**config.mk**
```make
export PLATFORM = sky130hd
export DESIGN_NAME = exe_stage
export DESIGN_NICKNAME = d
export VERILOG_FILES = /design/src/rtl/exe_pkg.sv /design/src/rtl/exe_iter_shifter.sv /design/src/rtl/exe_stage.sv
export SDC_FILE = /design/constraint.sdc
export NUM_CORES = 1
export LEC_CHECK = 0
export ABC_CLOCK_PERIOD_IN_PS = 3300
export BUFFER_PORTS_ARGS = -buffer_cell sky130_fd_sc_hd__buf_2
export CORE_MARGIN = 2
export CORE_UTILIZATION = 60
export DETAILED_ROUTE_END_ITERATION = 8
export PLACE_DENSITY_LB_ADDON = 0.08
export SYNTH_ARGS = -nofsm -noshare
export SYNTH_HDL_FRONTEND = slang
export SYNTH_HIERARCHICAL = 1
export SYNTH_SLANG_ARGS = --single-unit
export TNS_END_PERCENT = 1
```
**constraint.sdc**
```tcl
create_clock -name clk -period 3.3 [get_ports clk]
set_input_delay 0.66 -clock clk [delete_from_list [all_inputs] [get_ports clk]]
set_output_delay 0.66 -clock clk [all_outputs]
set_load 0.05 [all_outputs]
```
**src/rtl/exe_pkg.sv**
```systemverilog
// exe_pkg: shared constants for the execute stage.
//  - ALUC_* : 3-bit ALU opcodes (SLL is ALUC_XOR with exe_shift=1)
//  - state_t: iterative shifter FSM encoding (S_IDLE, S_SHIFT)
//  - SA_W / SA_LSB: shift-amount width and its position inside exe_imm
//  - mem_ctrl_t: EXE->MEM control bits
package exe_pkg;
   localparam logic [2:0] ALUC_ADD = 3'b000;
   localparam logic [2:0] ALUC_SUB = 3'b001;
   localparam logic [2:0] ALUC_AND = 3'b010;
   localparam logic [2:0] ALUC_OR  = 3'b011;
   localparam logic [2:0] ALUC_XOR = 3'b100;
   localparam logic [2:0] ALUC_LUI = 3'b101;
   localparam logic [2:0] ALUC_SRL = 3'b110;
   localparam logic [2:0] ALUC_SRA = 3'b111;

   localparam int SA_W   = 5;
   localparam int SA_LSB = 6;

   typedef enum logic {S_IDLE = 1'b0, S_SHIFT = 1'b1} state_t;

   typedef struct packed {
      logic valid;
      logic m2reg;
      logic wmem;
      logic wreg;
   } mem_ctrl_t;
endpackage

```
**src/rtl/exe_iter_shifter.sv**
```systemverilog
// exe_iter_shifter: 1-bit/cycle shifter used by the execute stage.
//  clk, clrn  : clock, async active-low reset
//  start      : request a shift (honoured only in S_IDLE)
//  dir_right  : 1 = right shift, 0 = left shift
//  arith      : right shift fills with the sign bit
//  sa, b      : shift amount (non-zero when start) and value to shift
//  busy       : FSM in S_SHIFT
//  done       : last shift cycle; result is valid this cycle
//  result     : value after the shift that completes at the coming edge
import exe_pkg::*;

module exe_iter_shifter #(
   parameter int WIDTH = 32,
   parameter int SA_W  = 5
) (
   input  logic             clk,
   input  logic             clrn,
   input  logic             start,
   input  logic             dir_right,
   input  logic             arith,
   input  logic [SA_W-1:0]  sa,
   input  logic [WIDTH-1:0] b,
   output logic             busy,
   output logic             done,
   output logic [WIDTH-1:0] result
);
   state_t           state, state_nx;
   logic [WIDTH-1:0] sh, sh_step;
   logic [SA_W-1:0]  cnt;

   // The start edge only loads sh; the n-th shift happens on the done edge,
   // so the final value is taken from the combinational next step.
   assign sh_step = dir_right ? {arith & sh[WIDTH-1], sh[WIDTH-1:1]}
                              : {sh[WIDTH-2:0], 1'b0};
   assign busy    = (state == S_SHIFT);
   assign done    = busy && (cnt == SA_W'(1));
   assign result  = sh_step;

   always_comb begin
      state_nx = state;
      case (state)
         S_IDLE:  if (start) state_nx = S_SHIFT;
         S_SHIFT: if (cnt == SA_W'(1)) state_nx = S_IDLE;
         default: state_nx = S_IDLE;
      endcase
   end

   always_ff @(posedge clk or negedge clrn) begin
      if (!clrn) begin
         state <= S_IDLE;
         sh    <= '0;
         cnt   <= '0;
      end else begin
         state <= state_nx;
         if (state == S_IDLE) begin
            if (start) begin
               sh  <= b;
               cnt <= sa;
            end
         end else begin
            sh  <= sh_step;
            cnt <= cnt - SA_W'(1);
         end
      end
   end
endmodule

```
**src/rtl/exe_stage.sv**
```systemverilog
// exe_stage: execute stage, consumer of the ID->EXE register.
//  Computes the ALU result and registers it into EXE->MEM. Shifts with a
//  non-zero amount run on exe_iter_shifter and stall upstream meanwhile.
//  Inputs : clk, clrn, exe_valid/m2reg/wmem/aluimm/shift/wreg, exe_aluc,
//           exe_rn, exe_ra, exe_rb, exe_imm
//  Outputs: stall (combinational), registered mem_valid/m2reg/wmem/wreg,
//           mem_rn, mem_alu, mem_rb, and mem_ovf when built with
//           EXE_OVF_TRAP_EN (signed ADD/SUB overflow suppresses mem_wreg).
import exe_pkg::*;

module exe_stage #(
   parameter int WIDTH = 32,
   parameter int SA_W  = exe_pkg::SA_W
) (
   input  logic             clk,
   input  logic             clrn,
   input  logic             exe_valid,
   input  logic             exe_m2reg,
   input  logic             exe_wmem,
   input  logic             exe_aluimm,
   input  logic             exe_shift,
   input  logic             exe_wreg,
   input  logic [2:0]       exe_aluc,
   input  logic [4:0]       exe_rn,
   input  logic [WIDTH-1:0] exe_ra,
   input  logic [WIDTH-1:0] exe_rb,
   input  logic [WIDTH-1:0] exe_imm,
   output logic             stall,
   output logic             mem_valid,
   output logic             mem_m2reg,
   output logic             mem_wmem,
   output logic             mem_wreg,
   output logic [4:0]       mem_rn,
   output logic [WIDTH-1:0] mem_alu,
`ifdef EXE_OVF_TRAP_EN
   output logic             mem_ovf,
`endif
   output logic [WIDTH-1:0] mem_rb
);
   logic [SA_W-1:0]  sa;
   logic [WIDTH-1:0] a_op, b_op, alu_res, sum, diff, sh_result;
   logic             shift_op, start_shift, sh_busy, sh_done;
   mem_ctrl_t        ctrl_q, exe_ctrl;

   assign sa       = exe_imm[SA_LSB +: SA_W];
   assign a_op     = exe_shift ? {{(WIDTH-SA_W){1'b0}}, sa} : exe_ra;
   assign b_op     = exe_aluimm ? exe_imm : exe_rb;
   assign sum      = a_op + b_op;
   assign diff     = a_op - b_op;
   assign exe_ctrl = '{valid: exe_valid, m2reg: exe_m2reg, wmem: exe_wmem, wreg: exe_wreg};

   assign shift_op    = exe_shift && (exe_aluc == ALUC_XOR || exe_aluc == ALUC_SRL ||
                                      exe_aluc == ALUC_SRA);
   assign start_shift = exe_valid && exe_shift && (sa != '0);

   // Single-cycle path; a shift reaching here has sa==0, so it passes B through.
   always_comb begin
      alu_res = sum;
      case (exe_aluc)
         ALUC_ADD: alu_res = sum;
         ALUC_SUB: alu_res = diff;
         ALUC_AND: alu_res = a_op & b_op;
         ALUC_OR:  alu_res = a_op | b_op;
         ALUC_XOR: alu_res = a_op ^ b_op;
         ALUC_LUI: alu_res = b_op << 16;
         default:  alu_res = b_op;
      endcase
      if (shift_op) alu_res = b_op;
   end

`ifdef EXE_OVF_TRAP_EN
   logic ovf;
   always_comb begin
      ovf = 1'b0;
      if (exe_aluc == ALUC_ADD)
         ovf = (a_op[WIDTH-1] == b_op[WIDTH-1]) && (sum[WIDTH-1] != a_op[WIDTH-1]);
      else if (exe_aluc == ALUC_SUB)
         ovf = (a_op[WIDTH-1] != b_op[WIDTH-1]) && (diff[WIDTH-1] != a_op[WIDTH-1]);
   end
`endif

   exe_iter_shifter #(.WIDTH(WIDTH), .SA_W(SA_W)) u_shifter (
      .clk       (clk),
      .clrn      (clrn),
      .start     (start_shift),
      .dir_right (exe_aluc[1]),
      .arith     (exe_aluc == ALUC_SRA),
      .sa        (sa),
      .b         (b_op),
      .busy      (sh_busy),
      .done      (sh_done),
      .result    (sh_result)
   );

   // Gated by clrn so the upstream sees no stall while reset is held.
   assign stall = clrn && (sh_busy ? !sh_done : start_shift);

   // Bubbles clear only the control bits; data fields keep their last value.
   always_ff @(posedge clk or negedge clrn) begin
      if (!clrn) begin
         ctrl_q  <= '0;
         mem_rn  <= '0;
         mem_alu <= '0;
         mem_rb  <= '0;
`ifdef EXE_OVF_TRAP_EN
         mem_ovf <= 1'b0;
`endif
      end else begin
         ctrl_q <= '0;
`ifdef EXE_OVF_TRAP_EN
         mem_ovf <= 1'b0;
`endif
         if (sh_busy) begin
            if (sh_done) begin
               ctrl_q  <= exe_ctrl;
               mem_rn  <= exe_rn;
               mem_alu <= sh_result;
               mem_rb  <= exe_rb;
            end
         end else if (exe_valid && !start_shift) begin
            ctrl_q  <= exe_ctrl;
            mem_rn  <= exe_rn;
            mem_alu <= alu_res;
            mem_rb  <= exe_rb;
`ifdef EXE_OVF_TRAP_EN
            if (ovf) begin
               ctrl_q.wreg <= 1'b0;
               mem_ovf     <= 1'b1;
            end
`endif
         end
      end
   end

   assign mem_valid = ctrl_q.valid;
   assign mem_m2reg = ctrl_q.m2reg;
   assign mem_wmem  = ctrl_q.wmem;
   assign mem_wreg  = ctrl_q.wreg;
endmodule

```
# Yosys cells after proc, flatten, opt, wreduce, memory -nomap -nowiden
# Index checks and enable logic that the tools add are counted.
dict set report totals {
  memories 0
  out_inout_bits 74
  in_bits 112
  reg_bits 111
  latchBits 0
  mem_bits_ro 0
  elab_cells 67
  ramBits 0
}
dict set report classes {
  eq_ne 9
  mul 0
  n_addsub 3
  bitwise 5
  mux 25
  n_div 0
  order_cmp 0
  shift 0
  reduce_logical 15
}
# cell n
set ops {}
lappend ops {{32-bit two-way mux} 12}
lappend ops {{32-bit case mux with 6 select lines} 1}
lappend ops {{32-bit adder} 1}
lappend ops {{32-bit bitwise AND} 1}
lappend ops {{32-bit OR} 1}
lappend ops {{32-bit subtractor} 1}
lappend ops {{32-bit bitwise XOR} 1}
lappend ops {{5-bit two-way mux} 5}
lappend ops {{3-bit == test, second input constant} 4}
lappend ops {{4-bit two-way mux} 3}
lappend ops {{3-bit by 2-bit == test with 1-bit output, second input constant} 2}
lappend ops {{1-bit logical AND} 6}
lappend ops {{5-bit by 1-bit == test with 1-bit output, second input constant} 1}
lappend ops {{5-bit nonzero test} 1}
lappend ops {{5-bit by 1-bit subtractor with 5-bit output, second input constant} 1}
lappend ops {{2-bit nonzero test} 2}
lappend ops {{3-bit by 1-bit == test with 1-bit output, second input constant} 1}
lappend ops {{3-bit logical NOT} 1}
lappend ops {{1-bit two-way mux} 3}
lappend ops {{1-bit logical NOT} 2}
lappend ops {{1-bit logical OR} 2}
lappend ops {{2-bit != test, second input constant} 1}
lappend ops {{1-bit case mux with 2 select lines} 1}
lappend ops {{2-bit AND reduction} 1}
lappend ops {{2 further kinds} 2}

# Depth between registers and ports, before layout
# Gate-level depths: netlist of the first run.
dict set report depth {
  depth_word 7
  ltp_mapped 21
  depth_no_buf 18
}

# Cells and area by module
# Netlist of the first run, hierarchy kept.
# mod n_inst seq_area_each_um2 cells_per_inst area_per_inst_um2
set by_module_without_submodules {}
lappend by_module_without_submodules {exe_stage 1 1826.8 1076 8182.8}
lappend by_module_without_submodules {exe_iter_shifter 1 950.9 212 2386.0}

# Worst setup path after synthesis of the first run
# OpenSTA, ideal clock, no wires.
dict set report synth_timing {
  kind {input-to-reg}
  from {input exe_aluimm}
  to {register mem_alu[29]}
  required_ps 3174
  cell_stages 19
  path_buffers 4
  setup_ps 126
  setup_slack_ps -1668
  arrival_time_ps 4842
  cell_sequence {buf_4 buf_6 buf_4 buf_2 mux2i_1 ha_1 o211ai_1 o21ai_0 xnor2_1 ha_1 a21oi_1 o21ai_1 or3_1 o2111ai_2 o21ai_2 a31o_1 a211o_1 a311o_1 a221o_1}
}
dict set report synth_between {
  elab_chain_len 6
  elab_cells_between_ends 10
  classes_between {add/sub: 2; mux: 5; bitwise: 3}
}
# element line_no
set synth_lines {}
lappend synth_lines {{start: declaration} exe_stage.sv:20} ;# input logic exe_aluimm,
lappend synth_lines {{32-bit two-way mux (*)} exe_stage.sv:47} ;# assign b_op = exe_aluimm ? exe_imm : exe_rb;
lappend synth_lines {{32-bit subtractor, or another cell as far along} exe_stage.sv:49} ;# assign diff = a_op - b_op;
lappend synth_lines {{32-bit case mux with 6 select lines} exe_stage.sv:59} ;# case (exe_aluc)
lappend synth_lines {{32-bit two-way mux (*)} exe_stage.sv:68} ;# if (shift_op) alu_res = b_op;
lappend synth_lines {{32-bit two-way mux (*)} exe_stage.sv:120} ;# end else if (exe_valid && !start_shift) begin
lappend synth_lines {{32-bit two-way mux (*)} exe_stage.sv:113} ;# if (sh_busy) begin
lappend synth_lines {{end signal: assignment} exe_stage.sv:117} ;# mem_alu <= sh_result;
lappend synth_lines {{end signal: assignment} exe_stage.sv:123} ;# mem_alu <= alu_res;
lappend synth_lines {{end: declaration} exe_stage.sv:34} ;# output logic [WIDTH-1:0] mem_alu,
# Every way passes the cells marked *; elsewhere a longest branch is shown, timed or not. The select of a mux whose other input is x is not followed.
# A chain may end at the register's enable or synchronous reset.

# Worst setup path after layout of the first run
dict set report layout_timing {
  from {input exe_aluimm}
  to {register mem_alu[29]}
}
dict set report layout_between {
  elab_chain_len 6
  elab_cells_between_ends 10
  classes_between {add/sub: 2; mux: 5; bitwise: 3}
}
# element line_no
set layout_lines {}
lappend layout_lines {{32-bit two-way mux (*)} exe_stage.sv:47}
lappend layout_lines {{via b_op[12]} exe_stage.sv:41} ;# logic [WIDTH-1:0] a_op, b_op, alu_res, sum, diff, sh_result;
lappend layout_lines {{32-bit subtractor / 32-bit adder (equally long branches)} {exe_stage.sv:49, exe_stage.sv:48}}
lappend layout_lines {{32-bit case mux with 6 select lines (*)} exe_stage.sv:59}
lappend layout_lines {{32-bit two-way mux (*)} exe_stage.sv:68}
lappend layout_lines {{32-bit two-way mux (*)} exe_stage.sv:120}
lappend layout_lines {{32-bit two-way mux (*)} exe_stage.sv:113}
# Mark *: on every way through the listed nets, which the timed path passes. The rest lies on a longest branch. The select of a mux whose other input is x is not followed.

==> summary.txt, run 1 <==
Status
  • Status: finished, violations left
  • Failing checks: negative setup slack

Routing
  • ANT nets after route: 0
  • Routed length per placed instance: 21.4 um
  • # DRC: 0
  • DR pass1 iterations: 6
  • Via density: 6.19
  • Final WL: 40.5 mm
  • Drt initial violations: 1473
  • Via count: 11700

Logic synthesis
  • Synth area leader: dfrtp_1
  • Mapped Nets: 1499
  • Register area share after synthesis: 26.3%
  • Synth top area share: 26.3%
  • Most common cell in the netlist: nand2_1
  • Count of mapped cells out of synthesis: 1288
  • Post-synth EDFFs: 0
  • Ys async rst share: 100%
  • Syn. warnings: 6
  • Synth unique cells: 73
  • Synth Cell Area: 10600 um2
  • FF+latch count, synth: 111
  • Post-Syn Area per Cell: 8.21 um2
  • Commonest cells post-synth: nand2_1, dfrtp_1, a21oi_1, ha_1, inv_1
  • Main synth FF type: dfrtp_1
  • Top post-synthesis cells by area: dfrtp_1, ha_1, nand2_1

Global routing
  • First-pass GRT wire length: 60.2 mm
  • Grt ovf: 0
  • Vias in the first global route: 11200
  • Largest net degree at the start of global routing: 82
  • Initial antenna violation count: 0
  • GRT Overall Usage: 42.7%

STA
  • Setup-failing EPs final: 26
  • RSZ-0062 raised after global routing: true
  • Final Hold Vio Count: 0
  • Min Clock Period, post-route: 4.05 ns
  • Slew at the pin closest to its max-slew limit: 1.08 ns
  • Clk_skew: 0.00715 ns
  • Worst hold slack: 0.175 ns
  • Slew headroom: 27.5%
  • Final Max Slew Viols: 0
  • FMAX: 0.247 GHz
  • Final Worst Setup Slack: -0.754 ns
  • Total negative slack: -11.51 ns
  • Tcrit/Tclk final: 123%

Critical path
  • Critical Path Start Type: input port
  • Element type at the critical path end: register
  • Critical path class: in2reg
  • CP max FO: 8
  • WP data required: 3.55 ns
  • Crit path DAT: 4.31 ns

Power and ir drop
  • PwrDens: 636 nW/um2
  • Max IR drop VDD: 0.000735 V
  • Leakage power: 7.32 nW

Cells and area
  • Final core occ: 82.5%
  • Final instance area: 14200 um2
  • Fillers: 1071
  • Final #Nets: 1876
  • Register area: 2780 um2
  • Multi-input combinational cell area: 7480 um2
  • Layout cell share with drive strength beyond 1: 36.0%
  • Synth-to-Final Area Change: 34.6%
  • N_diodes: 0

Place
  • RD Place Congestion: 1.00
  • Number of port buffers: 185
  • Placed inst area: 13400 um2
  • DP HPWL: 29.8 mm

Floorplan
  • Initial Util: 61.3%
  • DIE WIDTH: 137 um
  • FP Rows: 48
  • Die height: 137 um
  • Die ar.: 18700 um2
  • IO Count: 186
  • Core area: 17200 um2

Clock tree
  • Clock Path Buffers: 2
  • Cts bufs inserted: 9
  • Clk Latency, worst-skew pair: 0.37 ns
  • CTS tree: done
  • Clk root buf: clkbuf_16
  • Worst-path clk slew: 0.08 ns
  • Hold-fix buffer count after cts: 0
  • CTS Sinks: 111
  • H-tree Lvls: 3

Worst hold path
  • Hold crit path type: in2async

Flow run
  • Max-cap violations: 0
placed cells by master (no fill, tap or decap), types with 7 or more instances in the layout:
cell       count
o21ai_2       14
nand4_1        7
mux2i_1       65
nor2b_1       14
xnor2_1       46
dfrtp_1      110
nor2_1        76
o22ai_1        7
a221o_1        7
a31oi_1        7
xor2_1        11
mux2i_4        8
a21oi_2       14
a211oi_1      17
a21oi_1       83
ha_1          95
nor3_1         9
a21o_1        12
buf_2        183
mux2_4        27
buf_12         8
nand2b_1      36
and3_1        15
nand3_1       16
buf_4        253
o21ai_0       37
nand2_2        9
clkbuf_16      9
a221oi_1       8
o21ai_1       44
inv_1         82
a222oi_1       9
nand2_1      192
metal layers:
metal | routed length, um | global-route usage [%] | vias to the layer above | part of all wire (%)
li1 | - | - | 5262 | -
met1 | 15800 | 55.7 | 5496 | 39
met2 | 17600 | 66.9 | 803 | 44
met3 | 4920 | 10.1 | 164 | 12
met4 | 2140 | 20.3 | 0 | 5.3
met5 | 0 | 0 | - | 0
final timing paths:
path / end / cells past startpoint / slack [ns] / startpoint
max: mem_alu[29] / 19 / -0.75 / exe_aluimm
min: u_shifter/busy / 1 / 0.17 / clrn
min reg2reg: mem_rn[2] / 2 / 0.47 / mem_rn[2]
max in group asynchronous: u_shifter/sh[21] / 2 / 2.06 / clrn
max reg2reg: mem_alu[2] / 5 / 0.58 / u_shifter/busy
min in group clk: mem_rn[2] / 2 / 0.47 / mem_rn[2]
state kept, by name, indices dropped and copies added, names as in the netlist:
register / count
mem_wmem: 1
mem_m2reg: 1
mem_valid: 1
mem_rb: 32
mem_wreg: 1
u_shifter/sh: 32
mem_alu: 32
u_shifter/busy: 1
mem_rn: 5
u_shifter/cnt: 5
stage by stage:
stage,power [mW],std cells,setup WS [ns]
finish,9.05,1895,-0.754
global route,9.51,1895,-0.859
CTS,8.88,1893,-0.665
detailed placement,7.57,1865,-1.40
global placement,7.43,1865,-1.25
floorplan,5.96,1288,-1.29
repair_timing:
item,CTS,global route
gates resized for setup,83,31
setup endpoints to repair,27,28
pin swaps,39,16
endpoints found under the hold margin,0,0
setup buffers,12,2
cells by family (layout without fill, tap and decap cells):
logic type / Yosys count / count (layout) / synth area share [%]
flip-flops: 111 / 111 / 26.3
adder cells (fa/ha/maj): 99 / 99 / 11.8
XOR/XNOR: 57 / 57 / 4.72
multiplexers: 110 / 110 / 12.1
buffers and inverters: 170 / 552 / 7.16
AO/OA/AOI/OAI: 331 / 331 / 20.3
AND/OR/NAND/NOR: 410 / 410 / 17.7
critical path, cell delays in order:
cell and delay (ns):
buf_12 0.11, buf_12 0.16, mux2i_4 0.30, inv_2 0.08, nor4_4 0.28, nand4_1 0.20
nor2_2 0.16, a21oi_1 0.09, xnor2_1 0.13, ha_1 0.31, a21o_1 0.18, a21oi_2 0.16
nor2b_1 0.07, a211oi_2 0.18, o21ai_2 0.09, a31o_1 0.21, a211o_1 0.29, a311o_1 0.33
a221o_1 0.30
power breakdown:
group          internal (mW)  switching [mW]  total [mW]  leakage, nW
clock                  0.608           0.582        1.19        0.155
sequential              1.96           0.415        2.37         1.39
combinational           1.83            3.66        5.49         5.77
final cells by class:
type | instances | area share, %
Timing Repair Buffer | 450 | 21.4
Sequential cell | 111 | 19.6
Multi-Input combinational cell | 1007 | 52.6
Clock inverter | 7 | 0.624
Tap cell | 225 | 1.98
Clock buffer | 9 | 1.58
Inverter | 86 | 2.27
No activity file was read; power rests on OpenSTA's default activity.
==> run 2, diff against run 1 <==
REMOVE_ABC_BUFFERS = 1   (was not set)
==> run 2 against run 1 <==
Effect of this change:
- core utilization shrank 0.40 points
- register-to-register slack better by 0.15 ns
- wire length down 3.2%
- clock-buffer cell count unchanged
- clock power fell by 4%
- the flow still finishes with violations (negative setup slack)
- global-route usage down 1.7 points
- sequential power hardly changed
- via count fell by 0.80%
- design area decreased by 0.48%
- highest routed layer is now met5
- critical path depth is 1 lower
==> summary.txt, run 2 (synthesis gave the netlist of run 1 again) <==
Place
  • Cells after DPL: 1859
  • RD Place Congestion: 1.01
  • DP HPWL: 28.5 mm
  • Number of port buffers: 185

STA
  • Slew at the pin closest to its max-slew limit: 0.981 ns
  • Setup-failing EPs final: 28
  • Slew headroom: 34.4%
  • Final Hold Vio Count: 0
  • Final Max Slew Viols: 0
  • Tcrit/Tclk final: 123%
  • Min Clock Period, post-route: 4.05 ns
  • RSZ-0062 raised after global routing: true
  • Final Worst Setup Slack: -0.753 ns
  • Clk_skew: 0.0107 ns
  • FMAX: 0.247 GHz
  • Total negative slack: -13.88 ns

Cells and area
  • Register area: 2780 um2
  • Final #Nets: 1872
  • Fillers: 1132
  • Layout cell share with drive strength beyond 1: 35.5%
  • Multi-input combinational cell area: 7460 um2
  • Most frequent cells in the layout: buf_4, nand2_1, buf_2
  • Non-filler cells, final: 1892
  • Biggest regs: mem_alu (32), mem_rb (32), u_shifter/sh (32)
  • Most common cell after layout, fill and taps aside: buf_4
  • Synth-to-Final Area Change: 34.0%

Clock tree
  • Hold-fix buffer count after cts: 0
  • H-tree Lvls: 3
  • Clk root buf: clkbuf_16
  • Clk Latency, worst-skew pair: 0.37 ns
  • CTS tree: done
  • CTS Sinks: 111
  • Clock Path Buffers: 2
  • Cts bufs inserted: 9
  • Worst-path clk slew: 0.09 ns

Floorplan
  • Core area: 17200 um2
  • IO Count: 186
  • FP Rows: 48
  • DIE WIDTH: 137 um
  • Die height: 137 um
  • Die ar.: 18700 um2
  • Initial Util: 61.3%

Critical path
  • Critical Path Start Type: input port
  • Crit path DAT: 4.31 ns
  • WP data required: 3.56 ns
  • Critical path class: in2reg
  • Element type at the critical path end: register
  • CP max FO: 8

Worst hold path
  • Hold crit path type: in2async

Flow run
  • Max-cap violations: 0

Global routing
  • Grt ovf: 0
  • Largest net degree at the start of global routing: 66
  • First-pass GRT wire length: 59.2 mm
  • Initial antenna violation count: 3
  • Vias in the first global route: 11400
  • GRT Overall Usage: 41.1%

Power and ir drop
  • PwrDens: 632 nW/um2
  • Leakage power: 7.32 nW
  • Max IR drop VDD: 0.000845 V

Routing
  • Via count: 11600
  • ANT nets after route: 0
  • Via density: 6.15
  • # DRC: 0
  • Routed length per placed instance: 20.7 um
  • Drt initial violations: 1093
  • DR pass1 iterations: 8
  • Final WL: 39.2 mm

Status
  • Status: finished, violations left
  • Failing checks: negative setup slack
==> run 2: changes by cell type in the layout (fill, tap and decap cells not counted), sizes merged <==
cell | previous run | this run
buf | 450 | 446
diode | 0 | 1
inv | 89 | 88
clkinvlp | 0 | 2
bufinv | 1 | 0
==> run 2: where the power goes <==
| part | switching [mW] | internal, mW |
|---|---|---|
| clock network | 0.604 | 0.537 |
| logic | 3.60 | 1.85 |
| registers | 0.406 | 1.95 |
| total | 4.61 | 4.34 |
==> run 2: worst paths after layout <==
kind | start | endpoint | slack [ns] | depth (start not counted)
worst max register to register | u_shifter/cnt[2] | mem_alu[19] | 0.73 | 8
worst max-delay path | exe_aluimm | mem_alu[29] | -0.75 | 18
worst min-delay path | clrn | mem_rn[1] | 0.42 | 2
max in group asynchronous | clrn | u_shifter/busy | 2.19 | 2
min in group clk | mem_rb[22] | mem_rb[22] | 0.46 | 2
worst min register to register | mem_rb[22] | mem_rb[22] | 0.46 | 2
==> run 2: through the flow <==
step                hold WS, ns  utilization, %  setup WS (ns)  area (um2)  power (mW)
global placement          0.445            77.0          -1.53       13300        7.38
finish                    0.418            82.1         -0.753       14200        8.95
detailed placement        0.450            77.0          -1.61       13300        7.54
global route              0.471            82.1         -0.900       14200        9.42
floorplan                 0.364               -          -3.09       10100        5.84
CTS                       0.444            80.8         -0.757       13900        8.78
==> run 2: critical path, cell delays in order <==
cell and delay (ns):
buf_16 0.14, buf_4 0.17, nor3_4 0.26, o221ai_2 0.18
inv_1 0.13, nand3_1 0.13, nand2_1 0.11, xnor2_1 0.15
ha_1 0.32, a21oi_2 0.16, o21ai_1 0.10, or3_1 0.34
o2111ai_2 0.24, o21ai_2 0.11, a31o_1 0.25, a211o_1 0.29
a311o_1 0.27, a221o_1 0.29
==> run 2: area by class of cell <==
type                       instances  area share, %
multi-input combinational       1007           52.7
tap                              225           1.99
sequential                       111           19.6
timing repair buffer             446           21.3
inverter                          86           2.28
antenna                            1         0.0177
clock inverter                     7          0.539
clock buffer                       9           1.59
==> run 2: repair_timing <==
item / CTS / global route
gates cloned: 1 / 0
pin swaps: 37 / 26
setup endpoints to repair: 28 / 28
endpoints found under the hold margin: 0 / 0
gates resized for setup: 59 / 46
buffers inserted: 12 / 3
==> run 2: layer usage <==
layer / part of all wire [%] / up-vias / routed length, um / GRT usage, %
met4: 5.3 / 4 / 2080 / 19.0
met3: 9.7 / 177 / 3810 / 8.85
met2: 47 / 692 / 18300 / 68.8
met5: 0.069 / - / 27 / 0
met1: 38 / 5487 / 15000 / 50.4
li1: - / 5271 / - / -
